$ cat config.mk
export PLATFORM = sky130hd
export DESIGN_NAME = uart_echo_ctrl
export DESIGN_NICKNAME = d
export VERILOG_FILES = /design/src/rtl/uart_echo_pkg.sv /design/src/rtl/byte_fifo.sv /design/src/rtl/uart_echo_ctrl.sv
export SDC_FILE = /design/constraint.sdc
export NUM_CORES = 1
export LEC_CHECK = 0
export BUFFER_PORTS_ARGS = -buffer_cell sky130_fd_sc_hd__buf_2
export CAP_MARGIN = 15
export CORE_MARGIN = 3
export CORE_UTILIZATION = 43
export DETAILED_ROUTE_END_ITERATION = 16
export SYNTH_ARGS = -nofsm -noshare
export SYNTH_HDL_FRONTEND = slang
export SYNTH_SLANG_ARGS = --single-unit
$ cat constraint.sdc
create_clock -name clk -period 2.22 [get_ports clk]
set_input_delay 0.222 -clock clk [delete_from_list [all_inputs] [get_ports clk]]
set_output_delay 0.222 -clock clk [all_outputs]
set_load 0.02 [all_outputs]
$ cat src/rtl/uart_echo_pkg.sv
// Shared types and default constants for the UART echo sequencer.
package uart_echo_pkg;

    typedef logic [7:0] byte_t;

    typedef enum logic [1:0] {
        IDLE      = 2'd0,
        START     = 2'd1,
        WAIT_ACK  = 2'd2,
        WAIT_DONE = 2'd3
    } echo_state_t;

    localparam int DEF_FIFO_DEPTH = 8;
    localparam int DEF_LED_HOLD   = 5_000_000;

endpackage

$ cat src/rtl/byte_fifo.sv
// Synchronous FIFO with extended-pointer full/empty detection and a registered memory.
module byte_fifo
    import uart_echo_pkg::*;
#(
    parameter int DEPTH  = DEF_FIFO_DEPTH,
    parameter int DATA_W = $bits(byte_t)
) (
    input  logic              clk,
    input  logic              rst,
    input  logic              push,
    input  logic              pop,
    input  logic [DATA_W-1:0] din,
    output logic [DATA_W-1:0] dout,
    output logic              full,
    output logic              empty
);

    localparam int AW = $clog2(DEPTH);

    logic [AW:0]       wr_ptr;
    logic [AW:0]       rd_ptr;
    logic [DATA_W-1:0] mem [DEPTH];
    logic              do_push;
    logic              do_pop;

    assign empty = (wr_ptr == rd_ptr);
    assign full  = (wr_ptr[AW] != rd_ptr[AW]) && (wr_ptr[AW-1:0] == rd_ptr[AW-1:0]);

    // A push into a full FIFO is still accepted when a pop frees the slot in the same cycle.
    assign do_push = push && (!full || pop);
    assign do_pop  = pop && !empty;
    assign dout    = mem[rd_ptr[AW-1:0]];

    always_ff @(posedge clk or posedge rst) begin
        if (rst) begin
            wr_ptr <= '0;
            rd_ptr <= '0;
        end else begin
            if (do_push) wr_ptr <= wr_ptr + 1'b1;
            if (do_pop)  rd_ptr <= rd_ptr + 1'b1;
        end
    end

    always_ff @(posedge clk) begin
        if (do_push) mem[wr_ptr[AW-1:0]] <= din;
    end

endmodule

$ cat src/rtl/uart_echo_ctrl.sv
// Echo sequencer: buffers received bytes, hands them to the transmitter one at a time,
// and drives the 7-seg display registers and the activity LED.
module uart_echo_ctrl
    import uart_echo_pkg::*;
#(
    parameter int FIFO_DEPTH = DEF_FIFO_DEPTH,
    parameter int LED_HOLD   = DEF_LED_HOLD
) (
    input  logic       clk,
    input  logic       rst,
    input  logic [7:0] rx_data,
    input  logic       rx_valid,
    input  logic       rx_err,
    output logic [7:0] tx_data,
    output logic       tx_start,
    input  logic       tx_busy,
    output logic [7:0] disp_byte,
    output logic [7:0] disp_count,
    output logic       led,
    output logic       overflow
);

    localparam int LED_W = $clog2(LED_HOLD + 1);

    echo_state_t state;
    byte_t       head;
    logic        push;
    logic        pop;
    logic        full;
    logic        empty;
    logic        echo_done;
    logic [LED_W-1:0] led_cnt;

    assign push      = rx_valid && !rx_err;
    assign pop       = (state == IDLE) && !empty && !tx_busy;
    assign echo_done = (state == WAIT_DONE) && !tx_busy;
    assign tx_start  = (state == START);
    assign led       = (led_cnt != '0);

    byte_fifo #(
        .DEPTH  (FIFO_DEPTH),
        .DATA_W ($bits(byte_t))
    ) u_fifo (
        .clk   (clk),
        .rst   (rst),
        .push  (push),
        .pop   (pop),
        .din   (rx_data),
        .dout  (head),
        .full  (full),
        .empty (empty)
    );

    always_ff @(posedge clk or posedge rst) begin
        if (rst) begin
            overflow <= 1'b0;
        end else if (push && full && !pop) begin
            overflow <= 1'b1;
        end
    end

    always_ff @(posedge clk or posedge rst) begin
        if (rst) begin
            state      <= IDLE;
            tx_data    <= '0;
            disp_byte  <= '0;
            disp_count <= '0;
        end else begin
            case (state)
                IDLE: begin
                    if (pop) begin
                        tx_data <= head;
                        state   <= START;
                    end
                end
                START:    state <= WAIT_ACK;
                WAIT_ACK: if (tx_busy) state <= WAIT_DONE;
                WAIT_DONE: begin
                    if (!tx_busy) begin
                        disp_byte  <= tx_data;
                        disp_count <= disp_count + 8'd1;
                        state      <= IDLE;
                    end
                end
                default:  state <= IDLE;
            endcase
        end
    end

    // Each completed echo retriggers the LED hold time, even while already lit.
    always_ff @(posedge clk or posedge rst) begin
        if (rst) begin
            led_cnt <= '0;
        end else if (echo_done) begin
            led_cnt <= LED_W'(LED_HOLD);
        end else if (led_cnt != '0) begin
            led_cnt <= led_cnt - LED_W'(1);
        end
    end

endmodule
# After elaboration in Yosys (flattened, before gate mapping)
# Memory sizes are Yosys's and may differ from the RTL's. A register that Yosys moved wholly into a read port is not among the register bits.
# Cells that the tools add are included.
# word_totals
ff_bits	50
mem_bits_rw	64
in_bits	13
output_inout_bits	27
word_cells	51
n_memories	1
# mem_list
memory	words	word_bits	rd	rd_ports_with_merged_regs	write_ports	line	rtl
u_fifo.mem	8	8	1	1	1	byte_fifo.sv:22	logic [DATA_W-1:0] mem [DEPTH];
# classes
addsub	4
n_eq_ne	9
n_mux	8
bitwise_logic	1
n_reduce_logical	21
# ops
operator	n
$mux W23	2
$reduce_bool A23 Y1	1
$sub A23 B1 Y23 const B	1
$logic_and A1 B1 Y1	9
$add A4 B1 Y4 const B	2
$add A8 B1 Y8 const B	1
$pmux W2 S4	1
$mux W2	3
$ne A2 B2 Y1 const B	3
$logic_not A1 Y1	5
$eq A2 B2 Y1 const B	2
$eq A4 B4 Y1	1
$reduce_and A2 Y1	2
$eq A3 B3 Y1	1
$reduce_and A3 Y1	1
$eq A2 B1 Y1 const B	1
$logic_not A2 Y1	1
$mux W1	2
$reduce_bool A2 Y1	1
$logic_or A1 B1 Y1	1
$ne A1 B1 Y1	1
$not A1 Y1	1

# Depth between registers and ports, before layout
# Gate-level depths: netlist of the first run.
# logic_depth
ltp_word	8
depth_mapped	7
ltp_nobuf	6

# Hierarchy
# A second synthesis of the first run with hierarchy kept.
# hier_totals
hier_cells	379
hier_area_um2	5430.2
# by_module_without_submodules
module	n_inst	cells_per_inst	area_each_um2	seq_area_each_um2
byte_fifo	1	151	3095.5	2122.0
uart_echo_ctrl	1	228	2334.7	1251.2

# Least setup slack after synthesis of the first run
# OpenSTA, ideal clock, no wires.
# synth_timing
path_kind	register to register
from	register u_fifo.rd_ptr[0]
to	memory u_fifo.mem[0][0] (netlist bit), enable pin
setup_time_ps	383
arrival_ps	1906
required_ps	1837
path_slack_ps	-70
stages_incl_launch_ff	7
path_buffers	2
synth_period_minus_slack_ps	2290
cell_sequence	dfrtp_1 -> buf_2 -> xor2_1 -> or3_1 -> clkbuf_1 -> o211ai_1 -> nor3_1
# synth_via
elab_chain_len	8
word_cells_on_any_way	11
classes_between	2 x eq/ne; 2 x mux; 7 x reduce/logical
# synth_rtl
element	line	rtl
start, declared	byte_fifo.sv:21	logic [AW:0] rd_ptr;
start signal, assigned	byte_fifo.sv:40	if (do_pop) rd_ptr <= rd_ptr + 1'b1;
$eq A4 B4 Y1	byte_fifo.sv:26	assign empty = (wr_ptr == rd_ptr);
$logic_not A1 Y1	uart_echo_ctrl.sv:35	assign pop = (state == IDLE) && !empty && !tx_busy;
$logic_and A1 B1 Y1 (2 in series)	uart_echo_ctrl.sv:35	
$logic_or A1 B1 Y1 *	byte_fifo.sv:30	assign do_push = push && (!full || pop);
$logic_and A1 B1 Y1 *	byte_fifo.sv:30	
$mux W1 *	byte_fifo.sv:45	if (do_push) mem[wr_ptr[AW-1:0]] <= din;
$mux W1 (implied by the code) *	byte_fifo.sv:45	
end, declared	byte_fifo.sv:22	
# Every way passes the cells marked *; elsewhere a longest branch is shown, timed or not.

# Final worst setup path of the first run
# layout_timing
from	register led_cnt[16]
to	output port led
# layout_via
elab_chain_len	1
# layout_rtl
element	line	rtl
start, declared	uart_echo_ctrl.sv:32	logic [LED_W-1:0] led_cnt;
start signal, assigned	uart_echo_ctrl.sv:95	led_cnt <= LED_W'(LED_HOLD);
start signal, assigned	uart_echo_ctrl.sv:97	led_cnt <= led_cnt - LED_W'(1);
$reduce_bool A23 Y1	uart_echo_ctrl.sv:38	assign led = (led_cnt != '0);
end, declared	uart_echo_ctrl.sv:19	output logic led,
# Every way passes these cells.

==> qor.csv, run 1 <==
stage,metric,value,unit
status,status,"complete, no violations",
detailed_routing,first drt pass iteration count,5,
synthesis,largest family of logic cells by synthesized area,simple AND/OR/NAND/NOR gates,
pwr,Static Leak,2.71,nW
synthesis,post-synth top area share,0.356,
global_routing,Global Route Usage Sum,0.164,
cells_and_area,Layout area overhead,24.4,%
die,row count,40,
worst_setup_path,Worst Reg-to-Reg Cells,5,
timing,setup violators final,0,
synthesis,Yosys top cell by area,edfxtp_1,
timing,Slew HR,0.542,
synthesis,asr flop ratio synth,0.475,
synthesis,post-synth cell types,50,
cells_and_area,share of layout cells above drive strength 1,0.295,
place,IO buf count,39,
cts,"Reg clk slew, reported paths",0.06,ns
worst_setup_path,launch instance of the worst register-to-register path,led_cnt[16],
worst_setup_path,largest fanout on the critical path,3,
place,Post-Place Cells,625,
synthesis,post-synthesis mux area share,0.108,
timing,period utilization,0.977,
detailed_routing,met2 wire len,5450,um
timing,Worst Skew,0.0141,ns
place,dpl ws,-0.0553,ns
synthesis,Synth Area in Simple Gates,0.135,
die,I/O pins,40,
detailed_routing,WL met1,4740,um
worst_setup_path,crit start category,flop,
flow_run,max_cap viols,0,
global_routing,largest net degree at the start of global routing,38,
cells_and_area,filler instances,1027,
synthesis,register area share after synthesis,0.625,
cts,Worst-Skew Late Latency,0.41,ns
timing,RSZ-0062 raised after global routing,true,
worst_setup_path,worst reg-to-reg setup slack,0.11,ns
synthesis,Post-Syn Nets,428,
place,RePlAce Congestion,0.840,
hold_path,hold-critical path depth,1,
timing,setup ws final,0.0515,ns
cells_and_area,Final Cell Area,6720,um^2
cts,Num CTS Buffers,17,
timing,setup TNS,0,ns
cts,CTS H-tree lvls,4,
cts,CTS tree,yes,
cts,Sink Count,122,
pwr,VDD IR max,589,uV
detailed_routing,Final ANT Viol Nets,0,
cts,CTS Root Buffer Type,clkbuf_16,
detailed_routing,Routed WL per cell,16.1,um
global_routing,grt total ovfl,0,
pwr,total power,0.00898,W
synthesis,Post-Synth Adder-Cell Area,0.0209,
timing,Worst Max-Slew Pin Slew,0.669,ns
worst_setup_path,R2R Path End,led_cnt[19],
die,area of the die,13900,um^2
cts,maximum clock path buffer count,2,
detailed_routing,DRC,0,
worst_setup_path,Crit. End Element,output port,
synthesis,Synth Register Bits,122,
pwr,Pwr Density,1340,nW/um^2
global_routing,initial antenna violation count,0,
worst_setup_path,CP arrival,1.95,ns
die,Die X,118,um
synthesis,Synth top cells by count,"edfxtp_1, dfrtp_1, nand2_1, nor2_1, mux2i_1",
timing,Fmax,461,MHz
synthesis,Compound-Gate Fraction of Synth Area,0.0566,
cells_and_area,# diodes,0,
global_routing,vias in the first global route,3439,
die,Initial Utilization,0.444,
hold_path,worst hold path type,in -> reg,
detailed_routing,initial drt markers,231,
hold_path,Worst Hold End,u_fifo.mem[7][2],
synthesis,synth top area cells,"edfxtp_1, dfrtp_1, mux4_2, mux2i_1, nand2_1",
hold_path,hold_sp,rx_data[2],
synthesis,cell count after synthesis,406,
worst_setup_path,WP data required,2.00,ns
synthesis,Yosys warning total,0,
detailed_routing,Vias/cell,5.11,
timing,final hold vios,0,
detailed_routing,via count,3400,
synthesis,most common cell in the netlist,edfxtp_1,
synthesis,Post-synth EDFFs,64,
worst_setup_path,Critical Path Start,led_cnt[16],
place,hpwl dp,6970,um
cells_and_area,final cell count without fillers,666,
detailed_routing,top sig layer,met4,
timing,Pins Over Slew Limit,0,
place,Placed Area,5970,um^2
detailed_routing,Post-Route WL,10700,um
cells_and_area,nets,507,
synthesis,Synth Cell Area,5400,um^2
die,CORE AREA,12200,um^2
die,die height,118,um
synthesis,post-synthesis xor/xnor area fraction,0.0276,
global_routing,first-pass GRT wire length,17700,um
synthesis,Most used DFF post-synth,edfxtp_1,
timing,fin crit period,2.17,ns
synthesis,Mean Syn Cell Area,13.3,um^2
worst_setup_path,kind of critical path,reg -> out,
detailed_routing,met3 WL post-DR,365,um
-- critical path, cell delays in order (launching register included) --
cell and delay [ns]:
dfrtp_1 0.38, or4_4 0.57, nor4_4 0.28, buf_6 0.15
nand2_2 0.04, buf_6 0.12
-- cells in the final DEF (no fill, tap or decap), drive strengths merged, types with 7 or more instances in the layout --
master and instances:
a21oi 15, xor2 7, mux2i 19, edfxtp 64, inv 14, o21ai 17
dfrtp 58, clkbuf 24, xnor2 10, mux4 16, or4 11, nand2b 9
buf 77, nor3 7, nor2 21, nor4 7, nand2 49, ha 9
nand3 10
-- worst max-delay path by stage --
stage / to / slack [ns]
2_1_floorplan: u_fifo.mem[2][0] / 0.15
3_3_place_gp: u_fifo.mem[5][1] / 0.02
3_5_place_dp: u_fifo.mem[5][3] / -0.06
4_1_cts: led / -0.07
5_1_grt: u_fifo.mem[5][1] / -0.09
6_report: led / 0.05
-- stage by stage --
step / hold slack [ns] / util
5_1_grt: 0.0845 / 0.552
2_1_floorplan: 0.321 / -
6_report: 0.0788 / 0.552
4_1_cts: 0.0701 / 0.545
3_5_place_dp: 0.278 / 0.491
3_3_place_gp: 0.280 / 0.491
-- final cells by class --
class	instances	area, um^2	share of cell area
clock buffers	24	472	0.0702
clock inverters	8	144	0.0214
inverters	14	52.6	0.00783
multi-input cells	252	1940	0.288
flip-flops and latches	122	3370	0.503
well taps	168	210	0.0313
repair buffers	78	526	0.0783
-- sequential cells by signal, summed over array words and instances (netlist names) --
register       cells
u_fifo.mem        64
led_cnt           23
disp_byte          8
disp_count         8
tx_data            8
u_fifo.rd_ptr      4
u_fifo.wr_ptr      4
state              2
overflow           1
-- repair_timing --
item,CTS,global route
hold buffers,1,0
setup endpoints to repair,41,53
pin swaps,0,3
hold endpoints to repair,21,0
gates resized for setup,8,7
cloned,0,0
buffers inserted,1,7
-- metal layers --
metal	vias up	global-route usage
met5	-	0
met4	0	0.0623
li1	1659	-
met3	11	0.0514
met1	1680	0.200
met2	50	0.273
-- power breakdown --
group / total (W) / leakage (nW) / internal, W / switching [W]
clock network: 0.00286 / 0.302 / 0.00193 / 0.000929
registers: 0.00320 / 1.29 / 0.00286 / 0.000344
logic: 0.00292 / 1.11 / 0.00133 / 0.00159
-- logic make-up (layout without fill, tap and decap cells) --
logic type	count (synthesis)	after routing
simple gates	138	138
flops	122	122
compound gates	50	50
mux	38	38
buf+inv	32	124
xor+xnor	17	17
fa+ha+maj	9	9
Note: power is estimated with default switching activity, not from simulation.
==> run 2: changes to the inputs <==
--- a/config.mk
+++ b/config.mk
@@ -7,9 +7,14 @@
 export LEC_CHECK = 0
 export BUFFER_PORTS_ARGS = -buffer_cell sky130_fd_sc_hd__buf_2
 export CAP_MARGIN = 15
+export CELL_PAD_IN_SITES_DETAIL_PLACEMENT = 0
+export CELL_PAD_IN_SITES_GLOBAL_PLACEMENT = 1
 export CORE_MARGIN = 3
 export CORE_UTILIZATION = 43
 export DETAILED_ROUTE_END_ITERATION = 16
+export MAX_ROUTING_LAYER = met4
+export PLACE_DENSITY_LB_ADDON = 0.1
 export SYNTH_ARGS = -nofsm -noshare
 export SYNTH_HDL_FRONTEND = slang
 export SYNTH_SLANG_ARGS = --single-unit
+export TNS_END_PERCENT = 50
==> run 2 against run 1 <==
- clock skew decreased by 0.0050 ns
- critical path type unchanged
- utilization increased by 0.12 points
- first-iteration DRC count decreased by 9.5%
- hold slack got worse by 0.0040 ns
- non-clock buffer count increased by 5
- final area increased by 0.22%
- die area unchanged
- via count increased by 1.3%
- fmax decreased by 1.4%
- sequential share of layout area decreased by 0.094 points
- highest routed layer unchanged
- setup slack got worse by 0.030 ns
- global-route usage increased by 0.69 points
==> qor.csv, run 2 (synthesized netlist as in run 1, its figures left out) <==
stage,metric,value,unit
worst_setup_path,CP bufs+invs,2,
die,die height,118,um
die,row count,40,
cells_and_area,nets,512,
pwr,VDD IR max,743,uV
timing,Pins Over Slew Limit,0,
timing,Slew HR,0.569,
place,Post-Place Cells,628,
worst_setup_path,largest fanout on the critical path,5,
cts,"Reg clk slew, reported paths",0.06,ns
status,status,"complete, no violations",
cells_and_area,# diodes,0,
place,IO buf count,39,
worst_setup_path,CP max-delay cell,or4_4,
cells_and_area,Largest register FFs,64,
worst_setup_path,CP peak stage delay,0.57,ns
worst_setup_path,WP data required,2.00,ns
detailed_routing,Vias/cell,5.13,
worst_setup_path,family with the most delay on the worst path,simple AND/OR/NAND/NOR gates,
flow_run,max_cap viols,0,
cells_and_area,share of layout cells above drive strength 1,0.310,
cts,Sink Count,122,
detailed_routing,Routed WL per cell,16.0,um
timing,final hold vios,0,
timing,Worst Max-Slew Pin Slew,0.644,ns
worst_setup_path,worst reg-to-reg setup slack,0.04,ns
global_routing,Global Route Usage Sum,0.171,
timing,setup TNS,0,ns
cts,CTS H-tree lvls,4,
pwr,Pwr Density,1300,nW/um^2
detailed_routing,Final ANT Viol Nets,0,
cts,CTS Root Buffer Type,clkbuf_16,
timing,Fmax,455,MHz
timing,setup violators final,0,
hold_path,worst hold path type,in -> reg,
cells_and_area,Layout area overhead,24.7,%
timing,period utilization,0.990,
place,hpwl dp,6990,um
pwr,Static Leak,2.70,nW
die,I/O pins,40,
detailed_routing,DRC,0,
detailed_routing,via count,3444,
worst_setup_path,CP arrival,1.98,ns
timing,Worst Skew,0.00909,ns
cts,Worst-Skew Late Latency,0.42,ns
detailed_routing,initial drt markers,209,
cts,Num CTS Buffers,17,
detailed_routing,Post-Route WL,10700,um
die,CORE AREA,12200,um^2
cts,maximum clock path buffer count,2,
worst_setup_path,CP Cell Sequence,or4_4 > nor4_4 > buf_6 > nand2_1 > buf_2,
die,Initial Utilization,0.444,
worst_setup_path,Crit. End Element,output port,
global_routing,vias in the first global route,3459,
worst_setup_path,crit start category,flop,
timing,RSZ-0062 raised after global routing,true,
global_routing,initial antenna violation count,0,
cells_and_area,most frequent cells in the layout,"edfxtp_1, dfrtp_1, nand2_1, buf_2, buf_4",
cts,CTS tree,yes,
worst_setup_path,kind of critical path,reg -> out,
global_routing,largest net degree at the start of global routing,34,
place,RePlAce Congestion,0.786,
global_routing,first-pass GRT wire length,18000,um
detailed_routing,first drt pass iteration count,4,
cells_and_area,final cell count without fillers,671,
die,area of the die,13900,um^2
cells_and_area,"most common cell after layout, fill and taps aside",edfxtp_1,
die,Die X,118,um
global_routing,grt total ovfl,0,
timing,fin crit period,2.20,ns
## run 2: changes by cell type in the layout (fill, tap and decap cells not counted), sizes merged
cell      change
buf           +5
bufinv        -2
clkbuf        -7
clkinv        +2
clkinvlp      +5
inv           +2
## run 2: what timing repair did
action | CTS | global route
endpoints found under the hold margin | 25 | 0
resized for setup | 8 | 10
pin swaps | 1 | 6
setup buffers | 0 | 10
hold buffers | 1 | 0
setup endpoints to repair | 49 | 53
## run 2: power by group
part | switching [W] | total [W] | internal, W
Sequential | 0.000345 | 0.00320 | 0.00286
Clock | 0.000998 | 0.00264 | 0.00164
Combinational | 0.00158 | 0.00293 | 0.00134
Total | 0.00293 | 0.00877 | 0.00584
## run 2: final timing paths
| kind | from | to | cells after the start |
|---|---|---|---|
| worst max-delay path | led_cnt[14] | led | 5 |
| worst min-delay path | rx_data[0] | u_fifo.mem[5][0] | 1 |
| worst max register to register | u_fifo.rd_ptr[2] | u_fifo.mem[0][2] | 6 |
| worst min register to register | overflow | overflow | 1 |
| max in group asynchronous | rst | led_cnt[3] | 4 |
| min in group asynchronous | rst | u_fifo.rd_ptr[2] | 3 |
## run 2: through the flow
stage	utilization	cell area [um^2]	worst slack [ns]	hold slack, ns	power [W]
floorplan	-	5400	-0.0490	0.321	0.00505
global placement	0.493	6000	-0.0575	0.319	0.00607
detailed placement	0.493	6000	-0.0978	0.338	0.00610
CTS	0.544	6610	-0.0980	0.0610	0.00879
global route	0.553	6730	-0.0943	0.0738	0.00934
finish	0.553	6730	0.0217	0.0748	0.00877
## run 2: layout make-up
| cell class | instances | area, um^2 |
|---|---|---|
| timing repair buffer | 83 | 573 |
| inverter | 14 | 52.6 |
| tap | 168 | 210 |
| clock buffer | 17 | 425 |
| sequential | 122 | 3380 |
| clock inverter | 15 | 150 |
| multi-input combinational | 252 | 1940 |
| fill | 1000 | 5430 |
## run 2: layer usage
layer  vias to the layer above  GRT usage  share of wire
li1                       1666          -              -
met5                         -          -              0
met1                      1713      0.213           0.46
met4                         0     0.0527          0.011
met2                        56      0.271           0.50
met3                         9     0.0514          0.034
## run 2: worst register-to-register path, delay by kind of cell, from the launching register on
kind | cells | cell delay, ns
xor+xnor | 1 | 0.17
buf+inv | 2 | 0.38
flops | 1 | 0.38
simple gates | 2 | 0.46
compound gates | 1 | 0.56
==> run 3: changes to the inputs <==
--- a/config.mk
+++ b/config.mk
@@ -11,6 +11,7 @@
 export CELL_PAD_IN_SITES_GLOBAL_PLACEMENT = 1
 export CORE_MARGIN = 3
 export CORE_UTILIZATION = 43
+export CTS_BUF_LIST = sky130_fd_sc_hd__clkbuf_8
 export DETAILED_ROUTE_END_ITERATION = 16
 export MAX_ROUTING_LAYER = met4
 export PLACE_DENSITY_LB_ADDON = 0.1
==> run 3 against run 2 <==
- power shrank 9.0%
- setup slack gained 0.013 ns
- clock power shrank 28%
- hold slack lost 0.025 ns
- count of clock-buffer cells in the layout is the same
- global-route usage shrank 0.087 points
- via count shrank 1.4%
- critical path type unchanged
- largest cell class unchanged
- largest power group unchanged
==> qor.csv, run 3 (synthesized netlist as in run 1, its figures left out) <==
stage,metric,value,unit
timing,Worst Max-Slew Pin Slew,0.575,ns
timing,Fmax,458,MHz
timing,Pins Over Slew Limit,0,
status,status,"complete, no violations",
die,Die X,118,um
cts,Sink Count,122,
detailed_routing,Routed WL per cell,15.6,um
worst_setup_path,kind of critical path,reg -> out,
place,dpl ws,-0.0978,ns
timing,RSZ-0062 raised after global routing,true,
cts,Num CTS Buffers,17,
cts,"Reg clk slew, reported paths",0.07,ns
detailed_routing,initial drt markers,240,
cells_and_area,# diodes,0,
cells_and_area,final cell count without fillers,673,
die,Initial Utilization,0.444,
cells_and_area,share of layout cells above drive strength 1,0.309,
worst_setup_path,WP data required,2.00,ns
global_routing,vias in the first global route,3414,
global_routing,grt total ovfl,0,
worst_setup_path,CP arrival,1.96,ns
timing,fin crit period,2.19,ns
detailed_routing,DRC,0,
die,I/O pins,40,
cells_and_area,"most common cell after layout, fill and taps aside",edfxtp_1,
timing,Slew HR,0.607,
pwr,total power,0.00798,W
die,die height,118,um
global_routing,Global Route Usage Sum,0.170,
place,Post-Place Cells,628,
cells_and_area,Layout area overhead,21.0,%
worst_setup_path,crit start category,flop,
cells_and_area,nets,514,
detailed_routing,via count,3396,
cts,maximum clock path buffer count,2,
timing,Worst Skew,0.00957,ns
timing,setup ws final,0.0345,ns
cts,CTS H-tree lvls,4,
cts,CTS Root Buffer Type,clkbuf_8,
die,area of the die,13900,um^2
place,RePlAce Congestion,0.786,
detailed_routing,Post-Route WL,10500,um
global_routing,largest net degree at the start of global routing,34,
cells_and_area,Largest register FFs,64,
place,hpwl dp,6990,um
pwr,Pwr Density,1220,nW/um^2
detailed_routing,Vias/cell,5.05,
die,row count,40,
pwr,VDD IR max,946,uV
hold_path,worst hold path type,in -> reg,
cts,CTS tree,yes,
cells_and_area,most frequent cells in the layout,"edfxtp_1, dfrtp_1, nand2_1, buf_4, buf_2",
global_routing,initial antenna violation count,0,
pwr,Static Leak,2.62,nW
worst_setup_path,largest fanout on the critical path,5,
timing,period utilization,0.984,
timing,setup violators final,0,
detailed_routing,first drt pass iteration count,4,
flow_run,max_cap viols,0,
worst_setup_path,Crit. End Element,output port,
global_routing,first-pass GRT wire length,17900,um
timing,final hold vios,0,
die,CORE AREA,12200,um^2
place,IO buf count,39,
detailed_routing,Final ANT Viol Nets,0,
cts,Worst-Skew Late Latency,0.44,ns
==> run 3: final cells by class <==
| cell class | count | area (um^2) |
|---|---|---|
| timing repair buffer | 85 | 588 |
| clock buffer | 17 | 234 |
| sequential | 122 | 3380 |
| fill | 1035 | 5630 |
| clock inverter | 15 | 150 |
| multi-input combinational | 252 | 1920 |
| tap | 168 | 210 |
| inverter | 14 | 52.6 |
==> run 3: power breakdown <==
| part | internal (W) | switching (W) | total [W] | leakage (nW) |
|---|---|---|---|---|
| clock network | 0.000991 | 0.000895 | 0.00189 | 0.179 |
| registers | 0.00285 | 0.000330 | 0.00318 | 1.29 |
| logic | 0.00134 | 0.00157 | 0.00291 | 1.15 |
| total | 0.00519 | 0.00279 | 0.00798 | 2.62 |
==> run 3: through the flow <==
stage / hold slack (ns) / area, um^2 / utilization / setup TNS [ns]
6_report: 0.0500 / 6530 / 0.537 / 0
5_1_grt: 0.0306 / 6530 / 0.537 / -0.149
4_1_cts: 0.0269 / 6430 / 0.528 / -0.0409
3_5_place_dp: 0.338 / 6000 / 0.493 / -2.47
3_3_place_gp: 0.319 / 6000 / 0.493 / -1.09
2_1_floorplan: 0.321 / 5400 / - / -0.392
==> run 3: per-layer routing <==
| metal | track usage | vias up | part of all wire |
|---|---|---|---|
| met2 | 0.270 | 45 | 0.50 |
| met3 | 0.0457 | 12 | 0.032 |
| li1 | - | 1670 | - |
| met4 | 0.0593 | 0 | 0.016 |
| met5 | - | - | 0 |
| met1 | 0.212 | 1669 | 0.45 |
==> run 3: worst paths after layout <==
check,start,endpoint,slack (ns),cells after the start
max in group asynchronous,rst,led_cnt[2],1.20,4
worst max-delay path,led_cnt[14],led,0.03,5
worst max register to register,u_fifo.rd_ptr[1],u_fifo.mem[0][6],0.09,6
worst min-delay path,rx_data[4],u_fifo.mem[0][4],0.05,1
worst min register to register,overflow,overflow,0.46,1
min in group asynchronous,rst,u_fifo.rd_ptr[2],0.41,3
==> run 3: timing repair <==
item / in CTS / in global routing
gates resized for setup: 8 / 7
endpoints found under the setup margin: 49 / 53
hold endpoints to repair: 25 / 0
buffers inserted: 1 / 11
pin swaps: 2 / 5
cloned: 0 / 0
hold buffers: 1 / 0
==> run 3: worst max-delay path, cell delays in order (launching register included) <==
cell	delay, ns
dfrtp_1	0.40
or4_4	0.56
nor4_4	0.24
buf_6	0.13
nand2_1	0.04
buf_2	0.15
